`src/rtl/tspi_tx_shift_if.sv`:
```
// Signal bundle between the SPI transmit controller (master) and the transmit shifter (slave).
interface tspi_tx_shift_if #(
    parameter int DATA_W = 32,
    parameter int SPI0_2 = 32
);
    logic              csn_en;
    logic [DATA_W-1:0] tx_data;
    logic [7:0]        bit_len;
    logic [SPI0_2-1:0] half_div;
    logic [SPI0_2-1:0] del_css;
    logic              cpol;
    logic              SCLK;
    logic              MOSI;
    logic              csn_cmpt;
    logic              busy;

    modport master (
        output csn_en, tx_data, bit_len, half_div, del_css, cpol,
        input  SCLK, MOSI, csn_cmpt, busy
    );

    modport slave (
        input  csn_en, tx_data, bit_len, half_div, del_css, cpol,
        output SCLK, MOSI, csn_cmpt, busy
    );
endinterface

```
`src/rtl/tspi_tx_shift.sv`:
```
// SPI transmit shifter, CPHA=0, MSB first: frame starts on csn_en, ends with a one-cycle csn_cmpt.
// csn_cmpt lands del_css+2+(2N+1)*H cycles after start; csn_en low mid-frame aborts silently.
module tspi_tx_shift #(
    parameter int DATA_W = 32,
    parameter int SPI0_2 = 32
) (
    input  logic            clk,
    input  logic            rst,
    tspi_tx_shift_if.slave  bus
);
    typedef enum logic [2:0] {
        S_IDLE,
        S_LEAD,
        S_SHIFT,
        S_TAIL,
        S_DONE
    } state_t;

    localparam logic [7:0]        W8  = 8'(DATA_W);
    localparam logic [SPI0_2-1:0] ONE = SPI0_2'(1);

    state_t            state;
    logic [DATA_W-1:0] shreg;
    logic [DATA_W-1:0] shreg_nxt;
    logic [DATA_W-1:0] aligned;
    logic [7:0]        n_in;
    logic [7:0]        n_q;
    logic [7:0]        bit_cnt;
    logic [SPI0_2-1:0] cnt;
    logic [SPI0_2-1:0] half_q;
    logic [SPI0_2-1:0] del_q;
    logic              cpol_q;

    // The word is left-aligned so the current bit is always the register MSB.
    always_comb begin
        n_in = bus.bit_len;
        if (bus.bit_len == 8'd0 || bus.bit_len > W8) begin
            n_in = W8;
        end
        aligned = bus.tx_data << (W8 - n_in);
    end

    assign shreg_nxt = shreg << 1;

    always_ff @(posedge clk) begin
        if (rst) begin
            state        <= S_IDLE;
            bus.SCLK     <= 1'b0;
            bus.MOSI     <= 1'b0;
            bus.csn_cmpt <= 1'b0;
            bus.busy     <= 1'b0;
            shreg        <= '0;
            n_q          <= '0;
            bit_cnt      <= '0;
            cnt          <= '0;
            half_q       <= '0;
            del_q        <= '0;
            cpol_q       <= 1'b0;
        end else begin
            bus.csn_cmpt <= 1'b0;
            case (state)
                S_IDLE: begin
                    bus.SCLK <= bus.cpol;
                    bus.MOSI <= 1'b0;
                    if (bus.csn_en) begin
                        shreg    <= aligned;
                        n_q      <= n_in;
                        half_q   <= bus.half_div;
                        del_q    <= bus.del_css;
                        cpol_q   <= bus.cpol;
                        bus.MOSI <= aligned[DATA_W-1];
                        bit_cnt  <= '0;
                        cnt      <= '0;
                        bus.busy <= 1'b1;
                        state    <= S_LEAD;
                    end
                end

                S_LEAD, S_SHIFT, S_TAIL: begin
                    if (!bus.csn_en) begin
                        bus.SCLK <= cpol_q;
                        bus.MOSI <= 1'b0;
                        bus.busy <= 1'b0;
                        cnt      <= '0;
                        state    <= S_IDLE;
                    end else if (state == S_LEAD) begin
                        if (cnt == del_q) begin
                            cnt   <= '0;
                            state <= S_SHIFT;
                        end else begin
                            cnt <= cnt + ONE;
                        end
                    end else if (state == S_SHIFT) begin
                        if (cnt == half_q) begin
                            cnt      <= '0;
                            bus.SCLK <= ~bus.SCLK;
                            // Data only moves on the edge that returns SCLK to idle.
                            if (bus.SCLK != cpol_q) begin
                                if (bit_cnt == n_q - 8'd1) begin
                                    state <= S_TAIL;
                                end else begin
                                    shreg    <= shreg_nxt;
                                    bus.MOSI <= shreg_nxt[DATA_W-1];
                                    bit_cnt  <= bit_cnt + 8'd1;
                                end
                            end
                        end else begin
                            cnt <= cnt + ONE;
                        end
                    end else begin
                        bus.SCLK <= cpol_q;
                        if (cnt == half_q) begin
                            cnt          <= '0;
                            bus.csn_cmpt <= 1'b1;
                            state        <= S_DONE;
                        end else begin
                            cnt <= cnt + ONE;
                        end
                    end
                end

                S_DONE: begin
                    bus.MOSI <= 1'b0;
                    if (!bus.csn_en) begin
                        bus.busy <= 1'b0;
                        state    <= S_IDLE;
                    end
                end

                default: begin
                    bus.busy <= 1'b0;
                    state    <= S_IDLE;
                end
            endcase
        end
    end
endmodule

```
`src/flat_wrapper.sv`:
```
// flat-port wrapper written by rule: the top's interface ports become plain ports
module tspi_tx_shift_flat 
#(
    parameter int DATA_W = 32,
    parameter int SPI0_2 = 32
)
  (clk, rst, bus_csn_en, bus_tx_data, bus_bit_len, bus_half_div, bus_del_css, bus_cpol, bus_SCLK, bus_MOSI, bus_csn_cmpt, bus_busy);
  tspi_tx_shift_if #(.DATA_W(DATA_W), .SPI0_2(SPI0_2)) bus_i ();
  input  logic clk;
  input  logic rst;
  input wire logic [$bits(bus_i.csn_en)-1:0] bus_csn_en;
  input wire logic [$bits(bus_i.tx_data)-1:0] bus_tx_data;
  input wire logic [$bits(bus_i.bit_len)-1:0] bus_bit_len;
  input wire logic [$bits(bus_i.half_div)-1:0] bus_half_div;
  input wire logic [$bits(bus_i.del_css)-1:0] bus_del_css;
  input wire logic [$bits(bus_i.cpol)-1:0] bus_cpol;
  output wire logic [$bits(bus_i.SCLK)-1:0] bus_SCLK;
  output wire logic [$bits(bus_i.MOSI)-1:0] bus_MOSI;
  output wire logic [$bits(bus_i.csn_cmpt)-1:0] bus_csn_cmpt;
  output wire logic [$bits(bus_i.busy)-1:0] bus_busy;
  assign bus_i.csn_en = bus_csn_en;
  assign bus_i.tx_data = bus_tx_data;
  assign bus_i.bit_len = bus_bit_len;
  assign bus_i.half_div = bus_half_div;
  assign bus_i.del_css = bus_del_css;
  assign bus_i.cpol = bus_cpol;
  assign bus_SCLK = bus_i.SCLK;
  assign bus_MOSI = bus_i.MOSI;
  assign bus_csn_cmpt = bus_i.csn_cmpt;
  assign bus_busy = bus_i.busy;
  tspi_tx_shift #(.DATA_W(DATA_W), .SPI0_2(SPI0_2)) u_core (.clk(clk), .rst(rst), .bus(bus_i));
endmodule
```
`config.mk`:
```
export PLATFORM = sky130hd
export DESIGN_NAME = tspi_tx_shift_flat
export DESIGN_NICKNAME = d
export VERILOG_FILES = /design/src/rtl/tspi_tx_shift_if.sv /design/src/rtl/tspi_tx_shift.sv /design/src/flat_wrapper.sv
export SDC_FILE = /design/constraint.sdc
export NUM_CORES = 1
export LEC_CHECK = 0
export ABC_AREA = 1
export ABC_CLOCK_PERIOD_IN_PS = 3150
export BUFFER_PORTS_ARGS = -buffer_cell sky130_fd_sc_hd__buf_2
export CORE_ASPECT_RATIO = 1.5
export CORE_MARGIN = 3
export CORE_UTILIZATION = 61
export CTS_BUF_LIST = sky130_fd_sc_hd__clkbuf_2 sky130_fd_sc_hd__clkbuf_4 sky130_fd_sc_hd__clkbuf_8
export DETAILED_ROUTE_END_ITERATION = 10
export PLACE_DENSITY = 0.83
export SLEW_MARGIN = 30
export SYNTH_ARGS = -nofsm -noshare
export SYNTH_HDL_FRONTEND = slang
export SYNTH_SLANG_ARGS = --single-unit
```
`constraint.sdc`:
```
create_clock -name clk -period 3.15 [get_ports clk]
set_input_delay 0.315 -clock clk [delete_from_list [all_inputs] [get_ports clk]]
set_output_delay 0.315 -clock clk [all_outputs]
set_load 0.005 [all_outputs]
```
=== Word level (Yosys, flattened, before mapping) ===
Index checks and enable logic that the tools add are counted.

* Bits in registers: 151
* ROM bits: 0
* Bits of input ports: 108
* Logic and storage cells: 114
* Memories kept: 0
* Latch bits: 0
* Bits in writable memories: 0

* Shift-type cells: 1
* Magnitude comparators: 1
* Mux-type cells: 51
* Bitwise logic cells: 3
* Div/mod/pow operators: 0
* Multipliers: 0
* Reduce and logical (&&, ||, !) cells: 15
* Eq/ne operators: 27
* Add/subtract/negate cells: 4

{| class="wikitable"
|+ Operators by type and width
! operator !! number
|-
| $mux W31 || 7
|-
| $mux W32 || 5
|-
| $eq A32 B32 Y1 || 2
|-
| $mux W8 || 8
|-
| $pmux W32 S2 || 1
|-
| $pmux W31 S2 || 1
|-
| $add A32 B1 Y32 const B || 1
|-
| $shl A32 B8 Y32 || 1
|-
| $mux W3 || 10
|-
| $pmux W8 S2 || 1
|-
| $mux W1 || 14
|-
| $ne A2 B2 Y1 const B || 6
|-
| $reduce_and A6 Y1 || 2
|-
| $ne A5 B4 Y1 const B || 2
|-
| $ne A3 B2 Y1 const B || 3
|-
| $pmux W3 S3 || 1
|-
| $add A8 B1 Y8 const B || 1
|-
| $eq A8 B8 Y1 || 1
|-
| $gt A8 B6 Y1 const B || 1
|-
| $logic_not A8 Y1 || 1
|-
| $ne A4 B4 Y1 const B || 2
|-
| $reduce_and A8 Y1 || 1
|-
| $sub A6 B8 Y8 const A || 1
|-
| $sub A8 B1 Y8 const B || 1
|-
| 19 further kinds || 28
|}

=== Longest topological paths before layout ===
Gate-level depths: netlist (run 1).

* Depth after elaboration: 9
* Gate-level depth with buffers: 22
* Depth with buffers taken out: 19

=== Worst setup path before layout (run 1) ===
No wires, ideal clock.

* Path kind: input to register
* From: input bus_bit_len[3]
* To: register u_core.shreg[23]
* Slack: 0.589 ns
* Arrival: 2.491 ns
* Buffers on the path: 4
* Cell stages on the path: 18
* Data required time: 3.080 ns
* Library setup time: 0.070 ns
* Path through: inv_1 -> nand2_1 -> nor2_1 -> nand2_1 -> nand2_2 -> nand3_2 -> buf_6 -> buf_6 -> ha_1 -> clkbuf_1 -> inv_1 -> buf_1 -> nand3_1 -> nand3_1 -> nand3_1 -> o21ai_0 -> nand2_1 -> a21oi_1

* Cells in the longest elaborated chain, start to end: 7
* Elaborated cells between the ends (all ways): 8
* Classes of those cells: add/sub (1); order compare (1); shift (1); mux (3); reduce/logical (2)

{| class="wikitable"
|+ Ends and longest elaborated chain
! what !! RTL line !! source
|-
| start, declared || flat_wrapper.sv:13 || <nowiki>input wire logic [$bits(bus_i.bit_len)-1:0] bus_bit_len;</nowiki>
|-
| $gt A8 B6 Y1 or $logic_not A8 Y1 (tied branches) || tspi_tx_shift.sv:37 || <nowiki>if (bus.bit_len == 8'd0 || bus.bit_len > W8) begin</nowiki>
|-
| $logic_or A1 B1 Y1 || tspi_tx_shift.sv:37 ||
|-
| $mux W8 * || tspi_tx_shift.sv:37 ||
|-
| $sub A6 B8 Y8 * || tspi_tx_shift.sv:40 || <nowiki>aligned = bus.tx_data << (W8 - n_in);</nowiki>
|-
| $shl A32 B8 Y32 * || tspi_tx_shift.sv:40 ||
|-
| $mux W31 * || tspi_tx_shift.sv:65 || <nowiki>if (bus.csn_en) begin</nowiki>
|-
| $pmux W31 S2 * || tspi_tx_shift.sv:61 || <nowiki>case (state)</nowiki>
|-
| end signal, assigned || tspi_tx_shift.sv:66 || <nowiki>shreg <= aligned;</nowiki>
|-
| end signal, assigned || tspi_tx_shift.sv:102 || <nowiki>shreg <= shreg_nxt;</nowiki>
|-
| end, declared || tspi_tx_shift.sv:23 || <nowiki>logic [DATA_W-1:0] shreg;</nowiki>
|}

Mark *: on every way between the ends. The rest lies on a longest branch, timed or not. The select of a mux whose other input is x is not followed.
A chain may end at the register's enable or synchronous reset.

=== Worst setup path after layout (run 1) ===
* From: register u_core.cnt[5]
* To: register u_core.shreg[17]

* Cells in the longest elaborated chain, start to end: 3

{| class="wikitable"
|+ Ends and longest elaborated chain
! what !! RTL line !! source
|-
| start, declared || tspi_tx_shift.sv:29 || <nowiki>logic [SPI0_2-1:0] cnt;</nowiki>
|-
| start signal, assigned || tspi_tx_shift.sv:91 || <nowiki>cnt <= cnt + ONE;</nowiki>
|-
| start signal, assigned || tspi_tx_shift.sv:108 || <nowiki>cnt <= cnt + ONE;</nowiki>
|-
| start signal, assigned || tspi_tx_shift.sv:117 || <nowiki>cnt <= cnt + ONE;</nowiki>
|-
| $eq A32 B32 Y1 || tspi_tx_shift.sv:94 || <nowiki>if (cnt == half_q) begin</nowiki>
|-
| $ne A2 B1 Y1 (no line) || - ||
|-
| $reduce_and A8 Y1 (no line) || - ||
|}

No other way between the ends.

==> results of run 1 <==
## synthesized netlist by cell type, drive strengths merged
cell,n,area [µm²]
or2,4,25.0
nor4,6,37.5
nand2,414,1610
clkbuf,35,133
nor2,118,475
nand4,29,196
nand3b,2,15.0
o31ai,2,15.0
o21bai,1,11.3
xor2,39,342
a31oi,3,18.8
or4,1,7.51
xnor2,22,193
o211ai,5,37.5
o21ai,98,498
buf,44,279
nor3,40,244
a21oi,102,510
and2,2,12.5
ha,4,50.1
inv,127,482
a21boi,1,7.51
o22ai,5,31.3
dfxtp,151,3020
nor3b,7,62.6
a211oi,1,7.51
o221ai,1,8.76
nand3,190,988
and3,1,6.26
## layout by cell type, fill, tap and decap left out, types with 4 or more instances in the layout
cell	n
nand2_1	399
nand3_1	184
dfxtp_1	151
nor2_1	112
buf_2	111
inv_1	109
a21oi_1	102
o21ai_0	65
xor2_1	39
nor3_1	35
o21ai_1	31
nand4_1	28
xnor2_1	22
clkbuf_8	17
buf_4	17
inv_2	15
nand2_2	12
nor4_1	6
nand3_2	5
nor2_4	5
o211ai_1	5
nor3b_1	5
o22ai_1	5
bufinv_16	5
or2_2	4
ha_1	4
## state kept, by name, summed over array words and instances (netlist names), 3 cells and up
name,count
u_core.bit_cnt,8
u_core.cnt,32
u_core.del_q,32
u_core.half_q,32
u_core.n_q,8
u_core.shreg,31
u_core.state,3
## metal layers
layer | global-route usage | up-vias | part of all wire | wire length, µm
met5 | 0 | - | 0 | 0
met4 | 0.145 | 0 | 0.043 | 1060
met3 | 0.0464 | 80 | 0.043 | 1050
met2 | 0.535 | 272 | 0.52 | 12600
met1 | 0.319 | 4329 | 0.40 | 9670
li1 | - | 4901 | - | -
## final cells by class
type                            instances  area [µm²]  share of cell area
Clock buffer                           17         234              0.0227
Tap cell                              196         245              0.0237
Timing Repair Buffer                  130         723              0.0700
Sequential cell                       151        3020               0.293
Inverter                              127         482              0.0466
Multi-Input combinational cell       1098        5420               0.524
Clock inverter                         13         206              0.0200
## per-stage QoR
stage / utilization / cell area (µm²) / hold slack (ps) / cells
after floorplan: - / 9320 / 421 / 1455
after global placement: 0.671 / 9890 / 430 / 1702
after detailed placement: 0.671 / 9890 / 431 / 1702
after CTS: 0.701 / 10300 / 68.1 / 1732
after global routing: 0.701 / 10300 / 78.4 / 1732
final: 0.701 / 10300 / 80.5 / 1732
## power breakdown
group,internal [mW],leakage [nW],switching (mW)
Sequential,2.45,1.23,0.345
Combinational,1.16,3.16,2.37
Clock,0.932,0.217,0.737
Total,4.54,4.61,3.45
## worst reg2reg max path, stage by stage (launching register included)
cell	delay [ps]
dfxtp_1	480
inv_1	110
nand2_1	70
nand4_1	100
nor3_1	230
nand2_1	110
nor2_1	130
nand2_1	120
nor2_1	110
nand2_1	70
nand2_2	100
nand3_4	190
buf_4	300
nor3_1	240
a21oi_1	100
## kinds of logic after synthesis
| group | after synthesis | share of synthesized area |
|---|---|---|
| and+or+nand+nor | 814 | 0.394 |
| AOI/OAI and AO/OA | 219 | 0.123 |
| buffers and inverters | 206 | 0.0958 |
| DFF | 151 | 0.324 |
| xor gates and xnor gates | 61 | 0.0573 |
| adders and majority gates | 4 | 0.00537 |
## final timing paths
| path | end | cells after the start | slack (ps) |
|---|---|---|---|
| setup / recovery | u_core.shreg[17] | 14 | 590 |
| hold / removal | u_core.half_q[25] | 3 | 80 |
| setup reg to reg | u_core.shreg[17] | 14 | 590 |
| hold reg to reg | u_core.n_q[7] | 2 | 450 |
==> reports/results.ini, run 1 <==
[synth]
avgSynthCellArea_um2=6.41
synth_area_um2=9320
synth.distinct_cells=47
synth-seq-cells=151
seq_area_frac_synth=0.324
synth_warnings=0
postSynthCellCount=1455
mappedNetlistNets=1567

[clock_tree]
cts_buffers=17
ctsResizeCount=0
cts_hold_buf=0
cts_setup_buffers=0
tritoncts=yes
worstSkewPairLatency_ps=460
clk_pin_slew_ps=80
clockBufferDepth=2
cts-root-buf=clkbuf_8
htree_levels=4
cts_sinks=151

[critical_path]
cp.required_ps=3490
r2r-start=u_core.cnt[5]
start_kind=register
path_class=register to register
path_common_cell=nand2_1
cpPeakStageDelay_ps=480
worst_path_max_delay_cell=dfxtp_1
setup.worst_path.start=u_core.cnt[5]
cp_top_family=simple AND/OR/NAND/NOR gates
worstPathCellList=inv_1 > nand2_1 > nand4_1 > nor3_1 > nand2_1 > nor2_1 > nand2_1 > nor2_1 > nand2_1 > nand2_2 > nand3_4 > buf_4 > nor3_1 > a21oi_1
endpoint_kind=register
worstPathBufferInverterCount=2
crit_fanout=27
critPathArrivalTime_ps=2900

[finish]
area_delta_synth_final_pct=10.8
nNetsFinal=1637
drive_above_1_share=0.143
diodes=0
fillers=1374

[route]
viasPerCell=5.53
ant_nets=0
drt_wl_total_um=24400
drt_iter0_drc=545
first_pass_iters=6
vias=9582
wl_per_cell_um=14.1
post-route-drc-count=0

[floorplan]
die-area_um2=16800
die_w_um=107
core-area_um2=14700
initial_utilization=0.633
fp.dieH_um=157
placementRows=54
io_pins=112

[power_and_ir_drop]
powerDensity_nw_per_um2=774
leakage_nw=4.61
irDropWorstVdd_v=0.000445
total_power_mw=8.00

[placed_design]
gp_congestion=0.932
hpwl_um=18100
io_buffers=111
preCtsSetupSlack_ps=353

[global_routing]
antenna_found_initial=0
grt_usage=0.290
grt_pass1_vias=8819
grt_overflow=0
grt_max_degree=59
grt_first_pass_wirelength_um=40000

[job]
cap_violations=0

[hold_path]
hold_path_class=primary input to register
hold_start=bus_half_div[25]

[timing]
rsz0062_at_grt=false
finalCriticalPeriod_ps=2560
tightest_slew_ps=674
post-route-period-util=0.814
drv_slew=0
clock_skew_ps=16.6
slew_headroom=0.547
setup-violations-final=0
finalHoldViolCount=0
fin_tns_setup_ps=0
fmax_ghz=0.390
fin_ws_ps=587

[status]
status=complete, no violations

(Power assumes the default switching activity.)
==> inputs of run 2 (changes only) <==
Settings changed: ABC_CLOCK_PERIOD_IN_PS 3150 to 2200, CORE_UTILIZATION 61 to 55, PLACE_DENSITY 0.83 to 0.79.
Clock period 3.15 ns to 2.2 ns, I/O delays scaled along.
==> run 2 against run 1 <==
The run now ends with negative hold slack, negative setup slack left. Clock skew rose by 0.73 ps. Sequential share of layout area is 3.8 points lower. Core utilization up 3.4 points. First-iteration DRC count up 78%. Register-to-register slack lost 660 ps. Sequential power is 46% higher. Cell count increased by 7.3%. Via count increased by 9.9%. Flip-flop and latch count unchanged. Critical path type unchanged. Largest power group unchanged.
==> reports/results.ini, run 2 (synthesis gave the netlist of run 1 again) <==
[floorplan]
die_w_um=112  ; +5.0%
placementRows=57  ; +5.6%
core-area_um2=16400  ; +11%
initial_utilization=0.568  ; -0.0646
io_pins=112  ; unchanged
die-area_um2=18600  ; +10%
fp.dieH_um=165  ; +5.1%

[power_and_ir_drop]
irDropWorstVdd_v=0.000705  ; +58%
leakage_nw=5.39  ; +17%
total_power_mw=13.2  ; +66%
powerDensity_nw_per_um2=1100  ; +42%

[clock_tree]
tritoncts=yes
htree_levels=4  ; unchanged
cts-root-buf=clkbuf_8
clockBufferDepth=2  ; unchanged
cts_sinks=151  ; unchanged
worstSkewPairLatency_ps=460  ; about the same
clk_pin_slew_ps=90  ; about the same
cts_buffers=17  ; unchanged

[timing]
fin_ws_ps=-73.9  ; -661 ps
drv_slew=0  ; unchanged
finalHoldViolCount=1  ; +1
post-route-period-util=1.03  ; +0.220
tightest_slew_ps=720  ; +46.5 ps
finalCriticalPeriod_ps=2270  ; -289 ps
setup-violations-final=9  ; +9
rsz0062_at_grt=true
fmax_ghz=0.440  ; +13%
clock_skew_ps=17.4  ; +0.730 ps
hold_slack_ps=-1.62  ; -82.2 ps
slew_headroom=0.520  ; -0.0268

[route]
wl_per_cell_um=15.7  ; +12%
post-route-drc-count=0  ; unchanged
vias=10500  ; +9.9%
first_pass_iters=5  ; -1
viasPerCell=5.67  ; +2.4%
drt_wl_total_um=29200  ; +20%
ant_nets=0  ; unchanged
drt_iter0_drc=970  ; +78%

[global_routing]
grt_overflow=0  ; unchanged
grt_first_pass_wirelength_um=45500  ; +14%
grt_max_degree=59  ; unchanged
grt_pass1_vias=9994  ; +13%
grt_usage=0.296  ; +0.00574
antenna_found_initial=0  ; unchanged

[placed_design]
hpwl_um=19700  ; +8.7%
io_buffers=111  ; unchanged
gp_congestion=0.903  ; -3.1%
dp.cells=1796  ; +5.5%
preCtsSetupSlack_ps=-342  ; -694 ps

[finish]
layout_common_cells=nand2_1, nand3_1, dfxtp_1
top_regs=u_core.cnt x32, u_core.del_q x32, u_core.half_q x32
layout_commonest_cell=nand2_1
diodes=0  ; unchanged
stdcell_count=1858  ; +7.3%
drive_above_1_share=0.261  ; +0.118
nNetsFinal=1753  ; +7.1%
area_delta_synth_final_pct=29.4

[hold_path]
hold_path_class=primary input to register
hold_start=bus_del_css[12]

[critical_path]
setup.worst_path.start=u_core.n_q[1]
cp.required_ps=2540  ; -950 ps
r2r-start=u_core.n_q[1]
start_kind=register
path_class=register to register
crit_fanout=7  ; -74%
endpoint_kind=register
critPathArrivalTime_ps=2610  ; -290 ps

[status]
status=complete, but fails checks
violations=negative hold slack, negative setup slack

[job]
cap_violations=0  ; unchanged

[run 2: cell types whose count changed in the layout (fill, tap and decap cells not counted), sizes merged]
cell,before,now
buf,130,227
bufinv,5,3
dlygate4sd3,0,15
clkbuf,17,21
clkinv,7,5
inv,126,129
clkinvlp,2,3
[run 2: timing repair]
| item | CTS | global route |
|---|---|---|
| buffers inserted | 6 | 4 |
| resized for setup | 39 | 119 |
| setup endpoints to repair | 42 | 76 |
| pin swaps | 14 | 32 |
| hold buffers | 15 | 0 |
| cloned | 3 | 4 |
| hold endpoints to repair | 15 | 0 |
[run 2: per-stage QoR]
step	utilization	hold WS (ps)	instance area, µm²	TNS [ps]
global placement	0.652	427	10700	-7140
finish	0.735	-1.62	12100	-180
global route	0.735	0.259	12100	-4170
detailed placement	0.652	434	10700	-9130
CTS	0.703	0.288	11500	-2.13
floorplan	-	359	9420	-7.53
[run 2: worst max-delay path, cell delays in order (launching register included)]
cell,delay (ps)
dfxtp_2,340
inv_2,70
ha_4,140
nand2_4,70
xor2_4,160
xor2_2,160
nor2_2,170
nand3_2,160
nand2_2,90
nand2_2,70
nand3_4,120
buf_12,220
inv_8,60
o21ai_1,220
a21oi_1,90
[run 2: per-layer routing]
layer  routed length (µm)  vias to the layer above  GRT usage
li1                     -                     5137          -
met1                10900                     4876      0.316
met2                15600                      400      0.573
met3                 1410                      115     0.0405
met4                 1390                        0      0.131
met5                    0                        -          0
[run 2: area by class of cell]
class / count / area (µm²)
Sequential cell: 151 / 3070
Multi-Input combinational cell: 1098 / 5900
Timing Repair inverter: 3 / 38.8
Clock inverter: 10 / 148
Timing Repair Buffer: 243 / 1870
Inverter: 127 / 510
Tap cell: 206 / 258
Clock buffer: 20 / 269
Fill cell: 1282 / 4340
[run 2: path summary, 6_finish.rpt]
kind,end,slack (ps),cells after the start
max,u_core.shreg[17],-70,14
min,u_core.del_q[12],-2,3
max reg2reg,u_core.shreg[17],-70,14
min reg2reg,u_core.n_q[7],440,2
[run 2: power by group]
| part | switching, mW | internal [mW] |
|---|---|---|
| Sequential | 0.574 | 3.50 |
| Combinational | 4.21 | 2.67 |
| Clock | 1.09 | 1.19 |
